### config.mk
export PLATFORM = sky130hd
export DESIGN_NAME = out_uart_tx
export DESIGN_NICKNAME = d
export VERILOG_FILES = /design/src/rtl/out_uart_pkg.sv /design/src/rtl/out_uart_tx_fifo.sv /design/src/rtl/out_uart_tx.sv
export SDC_FILE = /design/constraint.sdc
export NUM_CORES = 1
export LEC_CHECK = 0
export ABC_AREA = 1
export CAP_MARGIN = 20
export CELL_PAD_IN_SITES_DETAIL_PLACEMENT = 0
export CELL_PAD_IN_SITES_GLOBAL_PLACEMENT = 1
export CORE_MARGIN = 5
export CORE_UTILIZATION = 39
export CTS_BUF_LIST = sky130_fd_sc_hd__clkbuf_16
export DETAILED_ROUTE_END_ITERATION = 8
export PLACE_DENSITY_LB_ADDON = 0.3
export SLEW_MARGIN = 15
export SYNTH_ARGS = -nofsm -noshare
export SYNTH_HDL_FRONTEND = slang
export SYNTH_SLANG_ARGS = --single-unit
export TNS_END_PERCENT = 100
### constraint.sdc
create_clock -name clock -period 3.05 [get_ports clock]
set_input_delay 0.61 -clock clock [delete_from_list [all_inputs] [get_ports clock]]
set_output_delay 0.61 -clock clock [all_outputs]
set_load 0.02 [all_outputs]
### src/rtl/out_uart_pkg.sv
// Shared types and constants for the byte-stream UART transmitter.
package out_uart_pkg;

   typedef enum logic [1:0] {
      IDLE  = 2'd0,
      START = 2'd1,
      DATA  = 2'd2,
      STOP  = 2'd3
   } tx_state_t;

   localparam int UART_DATA_BITS  = 8;
   localparam int UART_FRAME_BITS = 10;  // start + 8 data + stop

   // Line level that belongs to a given frame phase.
   function automatic logic line_level(input tx_state_t st, input logic data_bit);
      logic lvl;
      case (st)
         START:   lvl = 1'b0;
         DATA:    lvl = data_bit;
         default: lvl = 1'b1;
      endcase
      return lvl;
   endfunction

endpackage

### src/rtl/out_uart_tx_fifo.sv
// Show-ahead synchronous FIFO; head word is visible on dout without a read cycle.
module sync_fifo #(
   parameter int WIDTH = 8,
   parameter int DEPTH = 16
) (
   input  logic                       clk,
   input  logic                       rst_n,
   input  logic                       push,
   input  logic                       pop,
   input  logic [WIDTH-1:0]           din,
   output logic [WIDTH-1:0]           dout,
   output logic                       full,
   output logic                       empty,
   output logic [$clog2(DEPTH):0]     count
);

   localparam int PTR_W = $clog2(DEPTH);

   logic [WIDTH-1:0] r_mem [DEPTH];
   logic [PTR_W-1:0] r_wr_ptr;
   logic [PTR_W-1:0] r_rd_ptr;
   logic [PTR_W:0]   r_count;
   logic             w_do_push;
   logic             w_do_pop;

   // Guard the strobes so a caller can never corrupt pointers or count.
   assign w_do_push = push & ~full;
   assign w_do_pop  = pop & ~empty;

   // Pointer and occupancy bookkeeping; pointers wrap by natural overflow.
   always_ff @(posedge clk) begin
      if (!rst_n) begin
         r_wr_ptr <= '0;
         r_rd_ptr <= '0;
         r_count  <= '0;
      end else begin
         if (w_do_push) r_wr_ptr <= r_wr_ptr + PTR_W'(1);
         if (w_do_pop)  r_rd_ptr <= r_rd_ptr + PTR_W'(1);
         case ({w_do_push, w_do_pop})
            2'b10:   r_count <= r_count + (PTR_W+1)'(1);
            2'b01:   r_count <= r_count - (PTR_W+1)'(1);
            default: r_count <= r_count;
         endcase
      end
   end

   // Storage array carries data only, so it is left out of reset.
   always_ff @(posedge clk) begin
      if (w_do_push) r_mem[r_wr_ptr] <= din;
   end

   assign dout  = r_mem[r_rd_ptr];
   assign full  = (r_count == (PTR_W+1)'(DEPTH));
   assign empty = (r_count == '0);
   assign count = r_count;

endmodule

### src/rtl/out_uart_tx.sv
// Byte-stream sink: buffers core output bytes and sends them as UART 8N1.
module out_uart_tx
   import out_uart_pkg::*;
#(
   parameter int CLKS_PER_BIT = 434,
   parameter int FIFO_DEPTH   = 16
) (
   input  logic       clock,
   input  logic       reset_n,
   input  logic       out_en,
   input  logic [7:0] out_data,
   output logic       out_full,
   output logic       tx,
   output logic       busy,
   output logic       overflow
);

   localparam int              CNT_W     = $clog2(CLKS_PER_BIT);
   localparam logic [CNT_W-1:0] BAUD_LAST = CNT_W'(CLKS_PER_BIT - 1);
   localparam logic [2:0]       BIT_LAST  = 3'(UART_DATA_BITS - 1);
   localparam int              CNT_FW    = $clog2(FIFO_DEPTH) + 1;

   logic              w_full;
   logic              w_empty;
   logic [7:0]        w_dout;
   logic [CNT_FW-1:0] w_count;
   logic              w_push;
   logic              w_pop;
   logic              w_baud_last;

   tx_state_t         r_state;
   logic [CNT_W-1:0]  r_baud_cnt;
   logic [2:0]        r_bit_idx;
   logic [7:0]        r_shift;
   logic              r_tx;
   logic              r_overflow;

   tx_state_t         w_state_nxt;
   logic [CNT_W-1:0]  w_baud_nxt;
   logic [2:0]        w_bit_nxt;
   logic [7:0]        w_shift_nxt;
   logic              w_tx_nxt;

   // Full is judged on the registered count, before any same-cycle pop.
   assign w_push      = out_en & ~w_full;
   assign w_baud_last = (r_baud_cnt == BAUD_LAST);

   sync_fifo #(
      .WIDTH (8),
      .DEPTH (FIFO_DEPTH)
   ) u_fifo (
      .clk   (clock),
      .rst_n (reset_n),
      .push  (w_push),
      .pop   (w_pop),
      .din   (out_data),
      .dout  (w_dout),
      .full  (w_full),
      .empty (w_empty),
      .count (w_count)
   );

   // Frame sequencing: next state, baud/bit counters, shift register and pop.
   always_comb begin
      w_state_nxt = r_state;
      w_baud_nxt  = r_baud_cnt;
      w_bit_nxt   = r_bit_idx;
      w_shift_nxt = r_shift;
      w_pop       = 1'b0;
      case (r_state)
         IDLE: begin
            if (!w_empty) begin
               w_pop       = 1'b1;
               w_shift_nxt = w_dout;
               w_baud_nxt  = '0;
               w_state_nxt = START;
            end
         end
         START: begin
            if (w_baud_last) begin
               w_baud_nxt  = '0;
               w_bit_nxt   = '0;
               w_state_nxt = DATA;
            end else begin
               w_baud_nxt = r_baud_cnt + CNT_W'(1);
            end
         end
         DATA: begin
            if (w_baud_last) begin
               w_baud_nxt  = '0;
               w_shift_nxt = {1'b0, r_shift[7:1]};
               if (r_bit_idx == BIT_LAST) begin
                  w_state_nxt = STOP;
               end else begin
                  w_bit_nxt = r_bit_idx + 3'd1;
               end
            end else begin
               w_baud_nxt = r_baud_cnt + CNT_W'(1);
            end
         end
         STOP: begin
            if (w_baud_last) begin
               w_baud_nxt = '0;
               // Chain straight into the next frame when more bytes wait.
               if (!w_empty) begin
                  w_pop       = 1'b1;
                  w_shift_nxt = w_dout;
                  w_state_nxt = START;
               end else begin
                  w_state_nxt = IDLE;
               end
            end else begin
               w_baud_nxt = r_baud_cnt + CNT_W'(1);
            end
         end
         default: begin
            w_state_nxt = IDLE;
         end
      endcase
      // Line level is computed from the upcoming phase so tx is a clean flop.
      w_tx_nxt = line_level(w_state_nxt, w_shift_nxt[0]);
   end

   // State, counters, registered line output and sticky overflow.
   always_ff @(posedge clock) begin
      if (!reset_n) begin
         r_state    <= IDLE;
         r_baud_cnt <= '0;
         r_bit_idx  <= '0;
         r_shift    <= '0;
         r_tx       <= 1'b1;
         r_overflow <= 1'b0;
      end else begin
         r_state    <= w_state_nxt;
         r_baud_cnt <= w_baud_nxt;
         r_bit_idx  <= w_bit_nxt;
         r_shift    <= w_shift_nxt;
         r_tx       <= w_tx_nxt;
         if (out_en && w_full) r_overflow <= 1'b1;
      end
   end

   assign tx       = r_tx;
   assign out_full = w_full;
   assign overflow = r_overflow;
   assign busy     = (r_state != IDLE) | (w_count != '0);

endmodule

==> results.md, run 1 <==
Outcome
- **result of the run** finished clean

Placed design
- **weighted congestion at the end of routability-driven global placement** 0.823
- **post-placement cell count** 944
- **Post-Place Setup Slack** 0.411 ns
- **DP HPWL** 11,100 um
- **number of buffers inserted by port buffering** 14

GRT
- **layer carrying the most global-route usage** met2
- **met2 demand-to-capacity share in global routing** 25.9%
- **number of antenna violations at the first check in global routing** 0
- **largest net degree at the start of global routing** 65
- **fraction of met3 tracks used by global routing** 3.28%
- **number of global-route vias before repair** 5,047
- **global-route wire length before repair** 26,400 um
- **met1 Track Usage GR** 20.2%
- **global-route usage over all layers** 15.7%
- **gr ovfl total** 0

Min path
- **endpoint of the worst hold path** r_shift[6]
- **HP Start** r_shift[6]
- **type of the most critical hold path** reg2reg
- **cell depth of the worst min-delay path** 2

Yosys
- **post-synthesis sequential element count** 169
- **synthesized-area fraction occupied by ao, oa, aoi and oai cells** 13.6%
- **area share of and/or/nand/nor cells after synthesis** 15.5%
- **portion of netlist area occupied by mux cells** 0%
- **average cell area after synthesis** 10.5 um^2
- **area share of xor/xnor cells in the synthesized design** 0.709%
- **Post-synth top flop** edfxtp_1
- **Post-synth EDFFs** 128
- **count of distinct cell types in the synthesized netlist** 43
- **sequential area share after synthesis** 63.0%
- **fraction of registers with async set/reset** 0%
- **netlist area before placement** 7410 um^2
- **adder and majority gate portion of the synthesized area** 3.04%
- **main combinational cell family by area after synthesis** simple AND/OR/NAND/NOR gates
- **synthesized instance count** 704
- **warnings from Yosys** 0
- **nets in the synthesized netlist** 733

STA
- **clock period minus worst slack** 2.88 ns
- **total negative slack for setup checks** 0 ns
- **RSZ-0062 raised after global routing** false
- **PnR worst setup slack** 0.168 ns
- **Max Fclk** 347 MHz
- **Final setup violation count** 0
- **number of hold violations in the final report** 0
- **Rel. slew slack** 51.5%
- **part of the cycle the worst path needs** 94.5%
- **measured slew at the worst slew-check pin** 0.724 ns
- **worst hold margin** 0.478 ns
- **number of slew-limit violations in the final report** 0
- **Worst Clk Skew** 0.0154 ns

Floorplan
- **width of the chip** 148 um
- **initial standard-cell utilization of the core** 39.6%
- **Die Ht** 148 um
- **I/O Pins** 15
- **die footprint** 21,900 um^2
- **core region area** 18,700 um^2
- **number of rows created at floorplan** 50

Pwr
- **peak supply drop** 0.538 mV
- **fraction of power spent switching nets** 34.1%
- **Lkg Pwr** 0.00304 uW
- **sequential cell fraction of total power** 38.7%
- **cell internal pwr** 4720 uW
- **switching power** 2440 uW
- **Comb power frac** 29.0%
- **share of total power in the clock network** 32.3%
- **power per standard cell area** 838 nW/um^2

Worst setup path
- **Arr. time, crit path** 2.27 ns
- **launching element type of the critical path** register
- **critical path type** reg2out
- **cell type of the slowest stage on the worst timing path** clkdlybuf4s50_1
- **endpoint required time on the critical path** 2.44 ns
- **source of the worst register-to-register timing path** r_state[0]
- **CP top delay family** buffers and inverters
- **reg2reg end** u_fifo.count[4]
- **largest incremental delay on the critical path** 0.60 ns
- **cells along the critical path** inv_1 > ha_1 > inv_2 > nor2_1 > buf_4 > inv_1 > clkdlybuf4s50_1
- **Worst Setup End Kind** output port
- **sum of buffers and inverters on the critical path** 5
- **FF-to-FF path depth** 17
- **slack of the worst reg-to-reg path** 0.50 ns
- **cell mode on critical path** inv_1
- **peak fanout along the critical path** 9

Clocking
- **Root Driver** clkbuf_16
- **clock-pin transition on the worst setup and hold timing paths** 0.06 ns
- **clock sink total** 169
- **Post-CTS Hold Buffers** 0
- **quantity of gates resized following cts** 0
- **clock insertion delay at the later pin of the skew report** 0.44 ns
- **setup repair bufs after CTS** 0
- **TritonCTS buffer count** 17
- **number of H-tree levels** 4
- **maximum root-to-sink buffer count** 2
- **clock tree from TritonCTS** yes

Routing
- **Via Count** 5,205
- **overall routed net length** 16,900 um
- **Via-to-Cell Ratio** 5.33
- **drt first pass iters** 4
- **number of remaining DRC errors** 0
- **Detail Route Antenna Nets** 0
- **detailed router's first-iteration violation count** 423
- **average wire length per cell after detail routing** 17.4 um

Final layout
- **synthesis-to-layout area growth** 15.3%
- **most common cell after layout, fill and taps aside** nor2_1
- **area of the multi-input gates** 2430 um^2
- **Reg area** 4670 um^2
- **number of inserted diodes** 0
- **final core utilization** 45.6%
- **final instance count without filler cells** 976
- **share of final-layout standard cells stronger than drive strength 1** 10.5%
- **final net count** 758
- **filler cell count** 1,708
- **leading cell types in the layout, fill and taps excluded** nor2_1, edfxtp_1, o21ai_0

Run
- **reported max-cap violation count** 0

Yosys cell counts, types with 5 or more instances:
cell type | number | share of area, %
o21ai_0 | 82 | 5.5
dfxtp_1 | 41 | 11
nand2_2 | 5 | 0.42
nand2_1 | 75 | 3.8
o211ai_1 | 35 | 3.5
edfxtp_1 | 128 | 52
xor2_1 | 5 | 0.59
ha_1 | 18 | 3.0
a21oi_1 | 31 | 2.1
clkbuf_1 | 12 | 0.61
nor2_1 | 136 | 6.9
buf_2 | 15 | 1.0
inv_1 | 46 | 2.3
nand3_1 | 28 | 1.9
tightest hold or removal path, stage by stage (launching register included):
cell     delay [ns]
dfxtp_1        0.32
nand2_1        0.06
a21oi_1        0.05
sequential cells by signal (all words and copies together), names as in the netlist, named ones only:
signal           count
u_fifo.r_wr_ptr      4
u_fifo.r_mem       128
r_baud_cnt           9
r_bit_idx            3
overflow             1
tx                   1
u_fifo.count         5
r_state              2
u_fifo.r_rd_ptr      4
r_shift              8
layer usage:
layer,part of all wire [%],up-vias,wire length [um]
met4,1.8,0,304
met5,0,-,0
met3,4.1,25,699
met1,46,2556,7820
met2,48,107,8110
li1,-,2517,-
layout make-up:
cell class / instances / area share (%)
Sequential cell: 169 / 54.7
Multi-Input combinational cell: 457 / 28.5
Clock inverter: 15 / 2.54
Clock buffer: 17 / 4.98
Timing Repair Buffer: 34 / 3.69
Inverter: 50 / 2.20
Tap cell: 234 / 3.43
cells by family after synthesis:
kind of cell,after synthesis
AOI/OAI and AO/OA,171
xor gates and xnor gates,6
adders and majority gates,18
buffers and inverters,78
DFF,169
and+or+nand+nor,262
worst max path at each step:
stage / depth (start not counted) / from / to
final: 7 / r_state[0] / busy
after global routing: 7 / r_state[0] / busy
after CTS: 7 / r_state[0] / busy
after detailed placement: 17 / r_state[0] / u_fifo.count[4]
after global placement: 17 / r_state[0] / u_fifo.count[4]
after floorplan: 17 / r_state[0] / u_fifo.count[4]
power by group through the flow:
stage	clock (uW)	combinational [uW]	sequential (uW)
finish	2310	2070	2770
global route	2460	2320	2790
CTS	2350	2100	2770
detailed placement	0	2090	2820
global placement	0	2060	2810
floorplan	0	1510	2770
metrics by stage:
| stage | power [uW] | instance area (um^2) |
|---|---|---|
| 6_report | 7160 | 8540 |
| 5_1_grt | 7560 | 8540 |
| 4_1_cts | 7210 | 8540 |
| 3_5_place_dp | 4910 | 7900 |
| 3_3_place_gp | 4870 | 7900 |
| 2_1_floorplan | 4280 | 7410 |
(Power assumes the default switching activity.)
==> run 2, diff against run 1 <==
--- a/constraint.sdc
+++ b/constraint.sdc
@@ -3,2 +3,2 @@
 set_output_delay 0.61 -clock clock [all_outputs]
-set_load 0.02 [all_outputs]
+set_load 0.005 [all_outputs]
==> run 2 against run 1 <==
Total power fell by 4.8%. Non-clock buffer count rose by 4. Maximum frequency rose by 0.64%. Count of clock-buffer cells in the layout did not move. Clock power fell by 14%. Register-to-register slack got worse by 0.11 ns. Critical path depth did not move. Die area did not move. Cell area fell by 1.0%. Largest power group unchanged. Highest routed layer unchanged.
==> results.md, run 2 (same netlist as run 1, synthesis figures left out) <==
STA
- **Rel. slew slack** 55.0%, +3.5 points
- **Final setup violation count** 0, unchanged
- **Max Fclk** 349 MHz, +0.64%
- **measured slew at the worst slew-check pin** 0.674 ns, -0.0504 ns
- **number of slew-limit violations in the final report** 0, unchanged
- **worst hold margin** 0.478 ns, -0.000123 ns
- **total negative slack for setup checks** 0 ns, unchanged
- **part of the cycle the worst path needs** 93.9%, -0.60 points
- **RSZ-0062 raised after global routing** false
- **Worst Clk Skew** 0.00864 ns, -0.00679 ns
- **number of hold violations in the final report** 0, unchanged
- **clock period minus worst slack** 2.86 ns, -0.0184 ns

Worst setup path
- **launching element type of the critical path** register
- **cell type of the slowest stage on the worst timing path** clkdlybuf4s50_1
- **critical path type** reg2out
- **endpoint required time on the critical path** 2.44 ns, about the same
- **peak fanout along the critical path** 9, unchanged
- **cells along the critical path** inv_1 > ha_1 > inv_1 > nor2_1 > buf_4 > inv_1 > clkdlybuf4s50_1
- **Arr. time, crit path** 2.25 ns, -0.02 ns
- **largest incremental delay on the critical path** 0.50 ns, -0.10 ns
- **cell mode on critical path** inv_1
- **Worst Setup End Kind** output port

Clocking
- **Post-CTS Hold Buffers** 0, unchanged
- **clock insertion delay at the later pin of the skew report** 0.42 ns, -0.02 ns
- **Root Driver** clkbuf_16
- **number of H-tree levels** 4, unchanged
- **quantity of gates resized following cts** 0, unchanged
- **clock-pin transition on the worst setup and hold timing paths** 0.06 ns, about the same
- **clock sink total** 169, unchanged
- **clock tree from TritonCTS** yes
- **setup repair bufs after CTS** 0, unchanged
- **maximum root-to-sink buffer count** 2, unchanged
- **TritonCTS buffer count** 17, unchanged

Floorplan
- **die footprint** 21,900 um^2, unchanged
- **core region area** 18,700 um^2, unchanged
- **number of rows created at floorplan** 50, unchanged
- **Die Ht** 148 um, unchanged
- **I/O Pins** 15, unchanged
- **width of the chip** 148 um, unchanged
- **initial standard-cell utilization of the core** 39.6%, unchanged

Routing
- **Detail Route Antenna Nets** 0, unchanged
- **overall routed net length** 16,900 um, -0.30%
- **number of remaining DRC errors** 0, unchanged
- **Via-to-Cell Ratio** 5.27, -1.2%
- **drt first pass iters** 5, +1
- **Via Count** 5,165, -0.77%
- **detailed router's first-iteration violation count** 410, -3.1%
- **average wire length per cell after detail routing** 17.2 um, -0.71%

GRT
- **layer carrying the most global-route usage** met2
- **gr ovfl total** 0, unchanged
- **largest net degree at the start of global routing** 46, -29%
- **number of antenna violations at the first check in global routing** 0, unchanged
- **met1 Track Usage GR** 21.8%, +1.6 points
- **fraction of met3 tracks used by global routing** 4.08%, +0.80 points
- **global-route wire length before repair** 27,300 um, +3.5%
- **number of global-route vias before repair** 5,019, -0.55%
- **global-route usage over all layers** 16.1%, +0.45 points
- **met2 demand-to-capacity share in global routing** 25.2%, -0.69 points

Pwr
- **peak supply drop** 0.426 mV, -21%
- **Lkg Pwr** 0.00300 uW, -1.1%
- **power per standard cell area** 807 nW/um^2, -3.8%

Placed design
- **weighted congestion at the end of routability-driven global placement** 0.820, -0.29%
- **number of buffers inserted by port buffering** 14, unchanged
- **DP HPWL** 11,100 um, -0.21%

Final layout
- **most common cell after layout, fill and taps aside** nor2_1
- **top flop regs** u_fifo.r_mem: 128 flops, r_baud_cnt: 9 flops, r_shift: 8 flops
- **final net count** 762, +0.53%
- **synthesis-to-layout area growth** 14.1%
- **share of final-layout standard cells stronger than drive strength 1** 10.3%, -0.19 points
- **leading cell types in the layout, fill and taps excluded** nor2_1, edfxtp_1, o21ai_0
- **number of inserted diodes** 0, unchanged
- **number of flip-flops in the largest register** 128, unchanged
- **register name with the most flops** u_fifo.r_mem

Run
- **reported max-cap violation count** 0, unchanged

Outcome
- **result of the run** finished clean

Min path
- **type of the most critical hold path** reg2reg

## run 2: cell count changes in the layout (fill, tap and decap cells not counted), sizes merged
cell and delta:
inv -2, clkinv +3, clkinvlp +2, bufinv -3, buf +4
## run 2: through the flow
stage                     power [uW]  worst slack, ns  std cells  utilization [%]  area [um^2]
after floorplan                 4250            0.686        704                -         7410
after global placement          4850            0.539        948             42.3         7910
after detailed placement        4890            0.403        948             42.3         7910
after CTS                       6870            0.169        980             45.2         8450
after global routing            7270           0.0569        980             45.2         8450
final                           6820            0.186        980             45.2         8450
## run 2: layout make-up
cell class,instances,area (um^2)
sequential,169,4670
multi-input combinational,457,2430
tap,234,293
clock buffer,17,425
clock inverter,15,111
timing repair buffer,38,333
inverter,50,188
fill,1727,10300
## run 2: worst max-delay path: cells and delay by family, from the launching register on
family / cells / cell delay, ns
DFF: 1 / 0.44
adders and majority gates: 1 / 0.20
buffers and inverters: 5 / 1.10
and+or+nand+nor: 1 / 0.08
## run 2: worst paths after layout
check / start / endpoint / slack, ns / cells past startpoint
setup / recovery: r_state[1] / busy / 0.19 / 7
setup reg to reg: r_state[1] / u_fifo.count[4] / 0.39 / 17
hold reg to reg: overflow / overflow / 0.48 / 2
hold / removal: overflow / overflow / 0.48 / 2
## run 2: layer usage
| layer | share of wire (%) | wire [um] |
|---|---|---|
| met1 | 46 | 7800 |
| met2 | 46 | 7850 |
| met3 | 5.2 | 872 |
| met4 | 2.2 | 366 |
| met5 | 0 | 0 |
## run 2: power by group
| part | total [uW] | internal [uW] | switching [uW] | leakage (uW) |
|---|---|---|---|---|
| Sequential | 2800 | 2640 | 163 | 0.00149 |
| Clock | 1980 | 1110 | 875 | 0.000266 |
| Combinational | 2040 | 697 | 1340 | 0.00125 |
==> run 3, diff against run 2 <==
Settings changed: ABC_CLOCK_PERIOD_IN_PS from default to 3050.
==> results of run 3 <==
Final layout, timing and power as in run 2 (identical DEF).
